**src/rtl/puf_authenticator_if.sv**
```systemverilog
// Signal bundle between the PUF authenticator and its environment.
// The host command/status lines and the PUF measurement handshake travel
// together; the authenticator is the slave side, the environment the master.
interface puf_authenticator_if;
    logic       enroll;
    logic       verify;
    logic       puf_en;
    logic       puf_valid;
    logic [7:0] puf_response;
    logic       busy;
    logic       done;
    logic       pass;
    logic [3:0] hd;
    logic       timeout;
    logic       enrolled;

    modport master (
        output enroll,
        output verify,
        output puf_valid,
        output puf_response,
        input  puf_en,
        input  busy,
        input  done,
        input  pass,
        input  hd,
        input  timeout,
        input  enrolled
    );

    modport slave (
        input  enroll,
        input  verify,
        input  puf_valid,
        input  puf_response,
        output puf_en,
        output busy,
        output done,
        output pass,
        output hd,
        output timeout,
        output enrolled
    );
endinterface

```
**src/rtl/puf_authenticator.sv**
```systemverilog
// Host-side controller for an 8-bit ring-oscillator PUF.
// Enrollment majority-votes RUNS responses into a golden value; verification
// takes a single response and scores it by Hamming distance to that golden
// value. Every status output is driven straight from a register.
module puf_authenticator #(
    parameter int unsigned RUNS    = 5,
    parameter int unsigned HD_MAX  = 1,
    parameter logic [31:0] TIMEOUT = 32'h000F_FFFF
) (
    input logic                clk,
    input logic                rst,
    puf_authenticator_if.slave bus
);

    // Parameters narrowed to the widths of the counters they are compared with.
    localparam logic [3:0]  RUNS_L      = 4'(RUNS);
    localparam logic [3:0]  HALF_RUNS_L = 4'(RUNS / 32'd2);
    localparam logic [3:0]  HD_MAX_L    = 4'(HD_MAX);
    // Last WAIT cycle index: WAIT lasts at most TIMEOUT cycles per measurement.
    localparam logic [31:0] WAIT_LAST_L = TIMEOUT - 32'd1;

    // Number of set bits in a byte (0..8).
    function automatic logic [3:0] popcount8(input logic [7:0] v);
        logic [3:0] c;
        c = 4'd0;
        for (int i = 0; i < 8; i++) begin
            c = c + {3'd0, v[i]};
        end
        return c;
    endfunction

    typedef enum logic [2:0] {
        ST_IDLE   = 3'd0,
        ST_REQ    = 3'd1,
        ST_WAIT   = 3'd2,
        ST_ACCUM  = 3'd3,
        ST_DECIDE = 3'd4,
        ST_RESULT = 3'd5
    } state_t;

    state_t          state_r;
    state_t          state_next_s;

    // Datapath state
    logic            valid_q_r;
    logic [7:0]      resp_q_r;
    logic [7:0]      golden_r;
    logic [7:0][3:0] ones_r;
    logic [3:0]      run_r;
    logic [31:0]     wait_cnt_r;
    logic            mode_enroll_r;

    // Registered outputs
    logic            puf_en_r;
    logic            busy_r;
    logic            done_r;
    logic            pass_r;
    logic [3:0]      hd_r;
    logic            timeout_r;
    logic            enrolled_r;

    // Decoded events from the next-state logic
    logic            start_enroll_s;
    logic            start_verify_s;
    logic            no_golden_s;
    logic            capture_s;
    logic            abort_s;

    // Combinational helpers
    logic            rise_s;
    logic            expire_s;
    logic [3:0]      run_inc_s;
    logic [3:0]      hd_s;
    logic [7:0]      majority_s;

    // Only a fresh low-to-high transition counts; a level held over from a
    // previous measurement never produces a capture.
    assign rise_s    = bus.puf_valid & ~valid_q_r;
    assign expire_s  = (wait_cnt_r == WAIT_LAST_L);
    assign run_inc_s = run_r + 4'd1;
    assign hd_s      = popcount8(resp_q_r ^ golden_r);

    // Per-bit majority of the enrollment vote counters.
    always_comb begin
        majority_s = 8'd0;
        for (int i = 0; i < 8; i++) begin
            majority_s[i] = (ones_r[i] > HALF_RUNS_L);
        end
    end

    // State register.
    always_ff @(posedge clk) begin
        if (rst) begin
            state_r <= ST_IDLE;
        end else begin
            state_r <= state_next_s;
        end
    end

    // Next-state decode and command/measurement event flags.
    always_comb begin
        state_next_s   = state_r;
        start_enroll_s = 1'b0;
        start_verify_s = 1'b0;
        no_golden_s    = 1'b0;
        capture_s      = 1'b0;
        abort_s        = 1'b0;
        case (state_r)
            ST_IDLE: begin
                if (bus.enroll) begin
                    // Enrollment takes priority over a simultaneous verify.
                    start_enroll_s = 1'b1;
                    state_next_s   = ST_REQ;
                end else if (bus.verify) begin
                    if (enrolled_r) begin
                        start_verify_s = 1'b1;
                        state_next_s   = ST_REQ;
                    end else begin
                        // Nothing to compare against: fail without measuring.
                        no_golden_s  = 1'b1;
                        state_next_s = ST_RESULT;
                    end
                end else begin
                    state_next_s = ST_IDLE;
                end
            end
            ST_REQ: begin
                state_next_s = ST_WAIT;
            end
            ST_WAIT: begin
                if (rise_s) begin
                    capture_s    = 1'b1;
                    state_next_s = ST_ACCUM;
                end else if (expire_s) begin
                    abort_s      = 1'b1;
                    state_next_s = ST_RESULT;
                end else begin
                    state_next_s = ST_WAIT;
                end
            end
            ST_ACCUM: begin
                if (mode_enroll_r && (run_inc_s < RUNS_L)) begin
                    state_next_s = ST_REQ;
                end else begin
                    state_next_s = ST_DECIDE;
                end
            end
            ST_DECIDE: begin
                state_next_s = ST_RESULT;
            end
            ST_RESULT: begin
                state_next_s = ST_IDLE;
            end
            default: begin
                state_next_s = ST_IDLE;
            end
        endcase
    end

    // Strobe outputs registered from the upcoming state so they line up with it.
    always_ff @(posedge clk) begin
        if (rst) begin
            puf_en_r <= 1'b0;
            busy_r   <= 1'b0;
            done_r   <= 1'b0;
        end else begin
            puf_en_r <= (state_next_s == ST_REQ);
            busy_r   <= (state_next_s != ST_IDLE);
            done_r   <= (state_next_s == ST_RESULT);
        end
    end

    // Measurement capture, vote accumulation, golden storage and results.
    always_ff @(posedge clk) begin
        if (rst) begin
            valid_q_r     <= 1'b0;
            resp_q_r      <= 8'd0;
            golden_r      <= 8'd0;
            ones_r        <= '0;
            run_r         <= 4'd0;
            wait_cnt_r    <= 32'd0;
            mode_enroll_r <= 1'b0;
            pass_r        <= 1'b0;
            hd_r          <= 4'd0;
            timeout_r     <= 1'b0;
            enrolled_r    <= 1'b0;
        end else begin
            valid_q_r <= bus.puf_valid;
            case (state_r)
                ST_IDLE: begin
                    if (start_enroll_s) begin
                        mode_enroll_r <= 1'b1;
                    end else if (start_verify_s) begin
                        mode_enroll_r <= 1'b0;
                    end else if (no_golden_s) begin
                        pass_r    <= 1'b0;
                        hd_r      <= 4'd8;
                        timeout_r <= 1'b0;
                    end
                end
                ST_REQ: begin
                    wait_cnt_r <= 32'd0;
                end
                ST_WAIT: begin
                    if (capture_s) begin
                        resp_q_r <= bus.puf_response;
                    end else if (abort_s) begin
                        // Golden value, votes and enrolled flag stay untouched.
                        timeout_r <= 1'b1;
                        pass_r    <= 1'b0;
                    end else begin
                        wait_cnt_r <= wait_cnt_r + 32'd1;
                    end
                end
                ST_ACCUM: begin
                    if (mode_enroll_r) begin
                        for (int i = 0; i < 8; i++) begin
                            ones_r[i] <= ones_r[i] + {3'd0, resp_q_r[i]};
                        end
                        run_r <= run_inc_s;
                    end
                end
                ST_DECIDE: begin
                    if (mode_enroll_r) begin
                        golden_r   <= majority_s;
                        enrolled_r <= 1'b1;
                        pass_r     <= 1'b1;
                        hd_r       <= 4'd0;
                    end else begin
                        hd_r   <= hd_s;
                        pass_r <= (hd_s <= HD_MAX_L);
                    end
                    timeout_r <= 1'b0;
                end
                ST_RESULT: begin
                    ones_r <= '0;
                    run_r  <= 4'd0;
                end
                default: begin
                    ones_r <= '0;
                    run_r  <= 4'd0;
                end
            endcase
        end
    end

    assign bus.puf_en   = puf_en_r;
    assign bus.busy     = busy_r;
    assign bus.done     = done_r;
    assign bus.pass     = pass_r;
    assign bus.hd       = hd_r;
    assign bus.timeout  = timeout_r;
    assign bus.enrolled = enrolled_r;

endmodule
```
**src/flat_wrapper.sv**
```systemverilog
// flat-port wrapper written by rule: the top's interface ports become plain ports
module puf_authenticator_flat 
#(
    parameter int unsigned RUNS    = 5,
    parameter int unsigned HD_MAX  = 1,
    parameter logic [31:0] TIMEOUT = 32'h000F_FFFF
)
  (clk, rst, bus_enroll, bus_verify, bus_puf_valid, bus_puf_response, bus_puf_en, bus_busy, bus_done, bus_pass, bus_hd, bus_timeout, bus_enrolled);
  puf_authenticator_if bus_i ();
  input logic clk;
  input logic rst;
  input wire logic [$bits(bus_i.enroll)-1:0] bus_enroll;
  input wire logic [$bits(bus_i.verify)-1:0] bus_verify;
  input wire logic [$bits(bus_i.puf_valid)-1:0] bus_puf_valid;
  input wire logic [$bits(bus_i.puf_response)-1:0] bus_puf_response;
  output wire logic [$bits(bus_i.puf_en)-1:0] bus_puf_en;
  output wire logic [$bits(bus_i.busy)-1:0] bus_busy;
  output wire logic [$bits(bus_i.done)-1:0] bus_done;
  output wire logic [$bits(bus_i.pass)-1:0] bus_pass;
  output wire logic [$bits(bus_i.hd)-1:0] bus_hd;
  output wire logic [$bits(bus_i.timeout)-1:0] bus_timeout;
  output wire logic [$bits(bus_i.enrolled)-1:0] bus_enrolled;
  assign bus_i.enroll = bus_enroll;
  assign bus_i.verify = bus_verify;
  assign bus_i.puf_valid = bus_puf_valid;
  assign bus_i.puf_response = bus_puf_response;
  assign bus_puf_en = bus_i.puf_en;
  assign bus_busy = bus_i.busy;
  assign bus_done = bus_i.done;
  assign bus_pass = bus_i.pass;
  assign bus_hd = bus_i.hd;
  assign bus_timeout = bus_i.timeout;
  assign bus_enrolled = bus_i.enrolled;
  puf_authenticator #(.RUNS(RUNS), .HD_MAX(HD_MAX), .TIMEOUT(TIMEOUT)) u_core (.clk(clk), .rst(rst), .bus(bus_i));
endmodule
```
**config.mk**
```make
export PLATFORM = sky130hd
export DESIGN_NAME = puf_authenticator_flat
export DESIGN_NICKNAME = d
export VERILOG_FILES = /design/src/rtl/puf_authenticator_if.sv /design/src/rtl/puf_authenticator.sv /design/src/flat_wrapper.sv
export SDC_FILE = /design/constraint.sdc
export NUM_CORES = 1
export LEC_CHECK = 0
export CAP_MARGIN = 20
export CORE_ASPECT_RATIO = 1.2
export CORE_MARGIN = 2
export CORE_UTILIZATION = 45
export DETAILED_ROUTE_END_ITERATION = 7
export PLACE_DENSITY = 0.65
export SLEW_MARGIN = 30
export SYNTH_ARGS = -nofsm -noshare
export SYNTH_HDL_FRONTEND = slang
export SYNTH_SLANG_ARGS = --single-unit
```
**constraint.sdc**
```tcl
create_clock -name clk -period 3.36 [get_ports clk]
set_input_delay 0.672 -clock clk [delete_from_list [all_inputs] [get_ports clk]]
set_output_delay 0.672 -clock clk [all_outputs]
set_load 0.05 [all_outputs]
```
Word-level counts from Yosys, hierarchy flattened. Cells that the tools add are included.

Bits in registers: 99. Bits in latches: 0. Memory bits (writable): 0. Bits in read-only memories: 0. Logic and storage cells: 128. Memories kept: 0.

$add $sub $neg: 17. Multiply operators: 0. Divide/modulo/power cells: 0. $lt $le $gt $ge: 10. Equal/unequal tests: 14. Shifts and indexed selects: 0. Mux-type cells: 46. Bitwise operators: 4. Reductions and logical operators: 15.

Operators by type and width (count): $pmux W32 S2 (2); $mux W32 (3); $add A4 B1 Y4 (14); $add A32 B1 Y32 const B (1); $eq A32 B20 Y1 const B (1); $gt A4 B2 Y1 const B (8); $mux W1 (25); $mux W4 (5); $mux W3 (6); $pmux W4 S2 (2); $pmux W3 S5 (1); $ne A2 B2 Y1 const B (4); $reduce_and A2 Y1 (4); $xor A8 B8 Y8 (1); $eq A3 B1 Y1 const B (2); $eq A3 B2 Y1 const B (2); $eq A3 B3 Y1 const B (2); $ne A2 B1 Y1 const B (3); $pmux W1 S3 (2); $reduce_and A6 Y1 (1); $reduce_bool A2 Y1 (3); $reduce_bool A3 Y1 (2); $add A4 B1 Y4 const B (1); $le A4 B1 Y1 const B (1); other kinds (9) (10).

Depth between registers and ports, before layout.
Depth in word-level cells: 11. Gate-level depth with buffers: 15. Depth with buffers taken out: 15.

Least setup slack after synthesis. Ideal clock, no wire load.

Path kind: register -> register. Start point: register u_core.resp_q_r[0]. End point: register u_core.pass_r, in the netlist u_core.bus.pass. Library setup time: 128 ps. Arrival time: 3150 ps. Data required time: 3232 ps. Slack: 82 ps. Cell stages (with the launch flop): 14. Buffers on the path: 0. Cells stage by stage: dfxtp_1 > xor2_1 > ha_1 > fa_1 > inv_1 > fa_1 > inv_1 > fa_1 > inv_1 > fa_1 > a21oi_1 > nor2_1 > a21oi_1 > nor2_1.

Longest elaborated chain between the ends: 11.

RTL lines: from (decl) (line puf_authenticator.sv:46) `logic [7:0] resp_q_r;`; from (signal assigned) (line puf_authenticator.sv:206) `resp_q_r <= bus.puf_response;`; $xor A8 B8 Y8 (line puf_authenticator.sv:81) `assign hd_s = popcount8(resp_q_r ^ golden_r);`; $add A1 B1 Y2 (line puf_authenticator.sv:27) `c = c + {3'd0, v[i]};`; $add A4 B1 Y4 (6 in a row) (line puf_authenticator.sv:27); $le A4 B1 Y1 (line puf_authenticator.sv:231) `pass_r <= (hd_s <= HD_MAX_L);`; $mux W1 (line puf_authenticator.sv:224) `if (mode_enroll_r) begin`; $pmux W1 S3 (line puf_authenticator.sv:189) `case (state_r)`; to (signal assigned) (line puf_authenticator.sv:231); to (decl) (line puf_authenticator.sv:57) `logic pass_r;`.

No other way between the ends. A chain may end at the register's enable or synchronous reset.

Worst setup path in the final report.
Start point: register u_core.golden_r[1]. End point: register u_core.hd_r[1], in the netlist u_core.bus.hd[1].

Longest elaborated chain between the ends: 10.

RTL lines: from (decl) (line puf_authenticator.sv:47) `logic [7:0] golden_r;`; from (signal assigned) (line puf_authenticator.sv:225) `golden_r <= majority_s;`; $xor A8 B8 Y8 (line puf_authenticator.sv:81); $add A1 B1 Y2 (line puf_authenticator.sv:27); $add A4 B1 Y4 (6 in a row) (line puf_authenticator.sv:27); $mux W4 (line puf_authenticator.sv:224); $pmux W4 S2 (line puf_authenticator.sv:189); to (signal assigned) (line puf_authenticator.sv:230) `hd_r <= hd_s;`; to (decl) (line puf_authenticator.sv:58) `logic [3:0] hd_r;`.

No other way between the ends.

==> key figures <==
Clocking
  • Cell at the root of the clock tree: sky130_fd_sc_hd__clkbuf_16
  • Clock sinks: 99
  • Number of buffers added to fix hold violations after cts: 0
  • Clock buffer count from CTS: 9
  • Maximum buffer depth of the clock tree: 2
  • Clock insertion delay at the later pin of the skew report: 0.35 ns
  • Number of H-tree branching levels: 3
  • Clock tree from TritonCTS: built
  • Post-CTS clock slew at the launch and capture registers of the worst setup and hold paths: 0.07 ns

Timing
  • Worst setup margin: 0.199 ns
  • Fmax: around 320 MHz
  • Time the worst path needs with I/O delays and setup: about 3.2 ns
  • RSZ-0062 raised after global routing: no
  • Final-report max-slew violation count: 0
  • Relative slew margins: 40.0%
  • Worst Max-Slew Pin Slew: 0.900 ns
  • Max Clock Skew: 0.0101 ns
  • Final setup vio count: 0
  • Final-report hold violation count: 0
  • Part of the cycle the worst path needs: 94.1%

Placed design
  • Detailed placement HPWL: approximately 7100 um
  • Placed cell area: 5090 um2
  • Global placer's final weighted congestion: a little over 0.8
  • Placed cells: 692
  • Worst setup slack after placement: -0.00263 ns
  • Total of buffers placed on input and output ports: 22

GRT
  • Wire length of the first global-routing pass: roughly 17000 um
  • Total grt overflow: 0
  • Maximum number of pins on one net before global-route repair: 34
  • Via count of the first global-routing pass: around 3700
  • GR Util All Layers: between 10% and 20%
  • Initial antenna violation count: 0

Pwr
  • Leakage: 1.99 nW
  • Power Density: 487 nW/um2
  • VDD IR-drop max: 269 uV

Finish
  • Leading cell type in the layout, fill and taps excluded: sky130_fd_sc_hd__dfxtp_1
  • # nets final: 615
  • Fraction of final layout cells with drive strength greater than 1: between 8 and 9%
  • Synthesis-to-layout area growth: 13.8%
  • Fin cells: 709
  • Top library cells by usage in the layout, fill and taps aside: 96 x sky130_fd_sc_hd__dfxtp_1, 71 x sky130_fd_sc_hd__nand2_1, 62 x sky130_fd_sc_hd__nor2_1
  • Filler instances: 994
  • Inserted Diodes: 0
  • Final instance area: about 5400 um2

Worst hold path
  • Tightest Hold Check Type: flop to flop

Floorplanning
  • Number of primary I/O pins: 23
  • Core box area: ~10000 um2
  • Count of standard-cell rows: a little over 40
  • Height of the die: 116 um
  • Die boundary width: 97.7 um
  • Starting density of the core: 45.6%
  • Area of the die: 11400 um2

Yosys
  • Share of Yosys cell area claimed by the top area cell type: 41.8%
  • FF+latch count, synth: a little under 100
  • Synth area leader: sky130_fd_sc_hd__dfxtp_1
  • Post-Syn Instances: approximately 560
  • Synth cell types: 55
  • Part of the Yosys area used for sequential elements: 41.8%
  • Most area-consuming cells after synthesis: sky130_fd_sc_hd__dfxtp_1 42%, sky130_fd_sc_hd__ha_1 6.1%, sky130_fd_sc_hd__nand2_1 5.6%
  • Average cell area after synthesis: 8.55 um2
  • Syn nets: 595
  • Async set-reset flop share out of synthesis: 0%
  • Syn Std Cell Area: 4750 um2
  • Number of synthesized flops with an enable pin: 0
  • Yosys Warn Count: 0
  • Most instantiated flip-flop cell in the synthesis netlist: sky130_fd_sc_hd__dfxtp_1

Routing
  • Antenna Violating Nets Remaining: 0
  • Routed Wire Length: 10200 um
  • Iter 0 DRT Violations: 163
  • Number of optimization iterations in the first detailed-route pass: 4
  • Count of unresolved DRC violations after routing: 0
  • Routed wire per std cell: approximately 14 um
  • Drt via density: 5.54
  • Total via count after detailed routing: a little under 4000

Critical path
  • Type of element launching the critical path: flop
  • Highest net fanout along the worst path: 2
  • Critical Path End Type: flop
  • Required time of the critical path: 3.65 ns
  • Classification of the worst setup path: flop to flop
  • Arrival time reported for the critical path endpoint: 3.45 ns

Run status
  • Outcome: finished, final reports clean

Run
  • Max-cap violation count: 0
-- Yosys cell counts (4+ instances only) --
| cell type | instances |
|---|---|
| sky130_fd_sc_hd__nor2_1 | 62 |
| sky130_fd_sc_hd__and3_1 | 5 |
| sky130_fd_sc_hd__nand2_1 | 71 |
| sky130_fd_sc_hd__inv_1 | 11 |
| sky130_fd_sc_hd__xor2_1 | 25 |
| sky130_fd_sc_hd__a211oi_1 | 17 |
| sky130_fd_sc_hd__or3_1 | 17 |
| sky130_fd_sc_hd__ha_1 | 23 |
| sky130_fd_sc_hd__nand3_1 | 25 |
| sky130_fd_sc_hd__nor4_1 | 5 |
| sky130_fd_sc_hd__o21ai_0 | 21 |
| sky130_fd_sc_hd__xnor2_1 | 14 |
| sky130_fd_sc_hd__dfxtp_1 | 99 |
| sky130_fd_sc_hd__a21oi_1 | 50 |
| sky130_fd_sc_hd__nand4_1 | 17 |
| sky130_fd_sc_hd__clkbuf_1 | 18 |
| sky130_fd_sc_hd__fa_1 | 4 |
| sky130_fd_sc_hd__nor3_1 | 17 |
-- metal layers --
layer | GRT usage, % | vias up | part of all wire [%]
met2 | 34.7 | 38 | 51
met3 | 3.35 | 9 | 1.9
met4 | 7.50 | 0 | 1.6
met1 | 21.7 | 1879 | 45
li1 | - | 2000 | -
met5 | 0 | - | 0
-- cell families after synthesis --
group | synth area share, %
AO/OA/AOI/OAI | 14.3
XOR/XNOR | 7.20
adder cells (fa/ha/maj) | 7.75
buffers and inverters | 3.27
flip-flops | 41.8
multiplexers | 0.211
AND/OR/NAND/NOR | 25.5
-- power by group --
| group | internal (W) | leakage, nW | switching [W] | total, W |
|---|---|---|---|---|
| Sequential | 0.00121 | 0.801 | 0.0000449 | 0.00125 |
| Clock | 0.000514 | 0.134 | 0.000474 | 0.000988 |
| Combinational | 0.000135 | 1.05 | 0.000257 | 0.000392 |
| Total | 0.00186 | 1.99 | 0.000776 | 0.00263 |
-- timing repair --
item,4_1_cts,5_1_grt
setup endpoints to repair,1,2
buffers inserted,0,1
gates cloned,0,0
gates resized for setup,2,5
pin swaps,3,7
-- per-stage QoR --
step	TNS (ns)	hold slack, ns	utilization [%]	power, W
6_report	0	0.476	51.8	0.00263
3_5_place_dp	-0.00263	0.463	48.9	0.00167
2_1_floorplan	0	0.450	-	0.00154
5_1_grt	0	0.501	51.8	0.00275
3_3_place_gp	-0.00870	0.459	48.9	0.00166
4_1_cts	0	0.476	51.7	0.00267
-- path summary, 6_finish.rpt --
kind,start,slack (ns),endpoint,cells after the start
worst max register to register,u_core.golden_r[1]$_SDFFE_PP0P_,0.20,u_core.bus.hd[1]$_SDFFE_PP0P_,13
worst max-delay path,u_core.golden_r[1]$_SDFFE_PP0P_,0.20,u_core.bus.hd[1]$_SDFFE_PP0P_,13
worst min register to register,u_core.ones_r[20]$_SDFFE_PP0P_,0.48,u_core.ones_r[20]$_SDFFE_PP0P_,2
worst min-delay path,u_core.ones_r[20]$_SDFFE_PP0P_,0.48,u_core.ones_r[20]$_SDFFE_PP0P_,2
-- worst max-delay path, stage by stage (launching register included) --
cell,delay (ns)
sky130_fd_sc_hd__dfxtp_2,0.34
sky130_fd_sc_hd__xor2_2,0.17
sky130_fd_sc_hd__ha_1,0.29
sky130_fd_sc_hd__fa_1,0.49
sky130_fd_sc_hd__inv_1,0.05
sky130_fd_sc_hd__fa_1,0.48
sky130_fd_sc_hd__inv_1,0.05
sky130_fd_sc_hd__fa_2,0.34
sky130_fd_sc_hd__inv_2,0.06
sky130_fd_sc_hd__fa_1,0.43
sky130_fd_sc_hd__buf_4,0.15
sky130_fd_sc_hd__buf_4,0.12
sky130_fd_sc_hd__inv_1,0.04
sky130_fd_sc_hd__a22o_1,0.11
-- flip-flops by register name, indices dropped and copies added, names as in the netlist --
register / count
u_core.valid_q_r: 1
u_core.bus.busy: 1
u_core.state_r: 3
u_core.run_r: 4
u_core.mode_enroll_r: 1
u_core.bus.done: 1
u_core.golden_r: 8
u_core.resp_q_r: 8
u_core.bus.enrolled: 1
u_core.bus.pass: 1
u_core.bus.timeout: 1
u_core.ones_r: 32
u_core.bus.hd: 4
u_core.bus.puf_en: 1
u_core.wait_cnt_r: 32
-- final cells by class --
cell class	instances	area, um2	area share, %
timing repair buffer	34	305	5.65
tap	129	161	2.99
clock inverter	7	61.3	1.14
inverter	11	41.3	0.765
clock buffer	9	225	4.17
sequential	99	1990	36.8
multi-input combinational	420	2620	48.5
No activity file was read; power rests on OpenSTA's default activity.
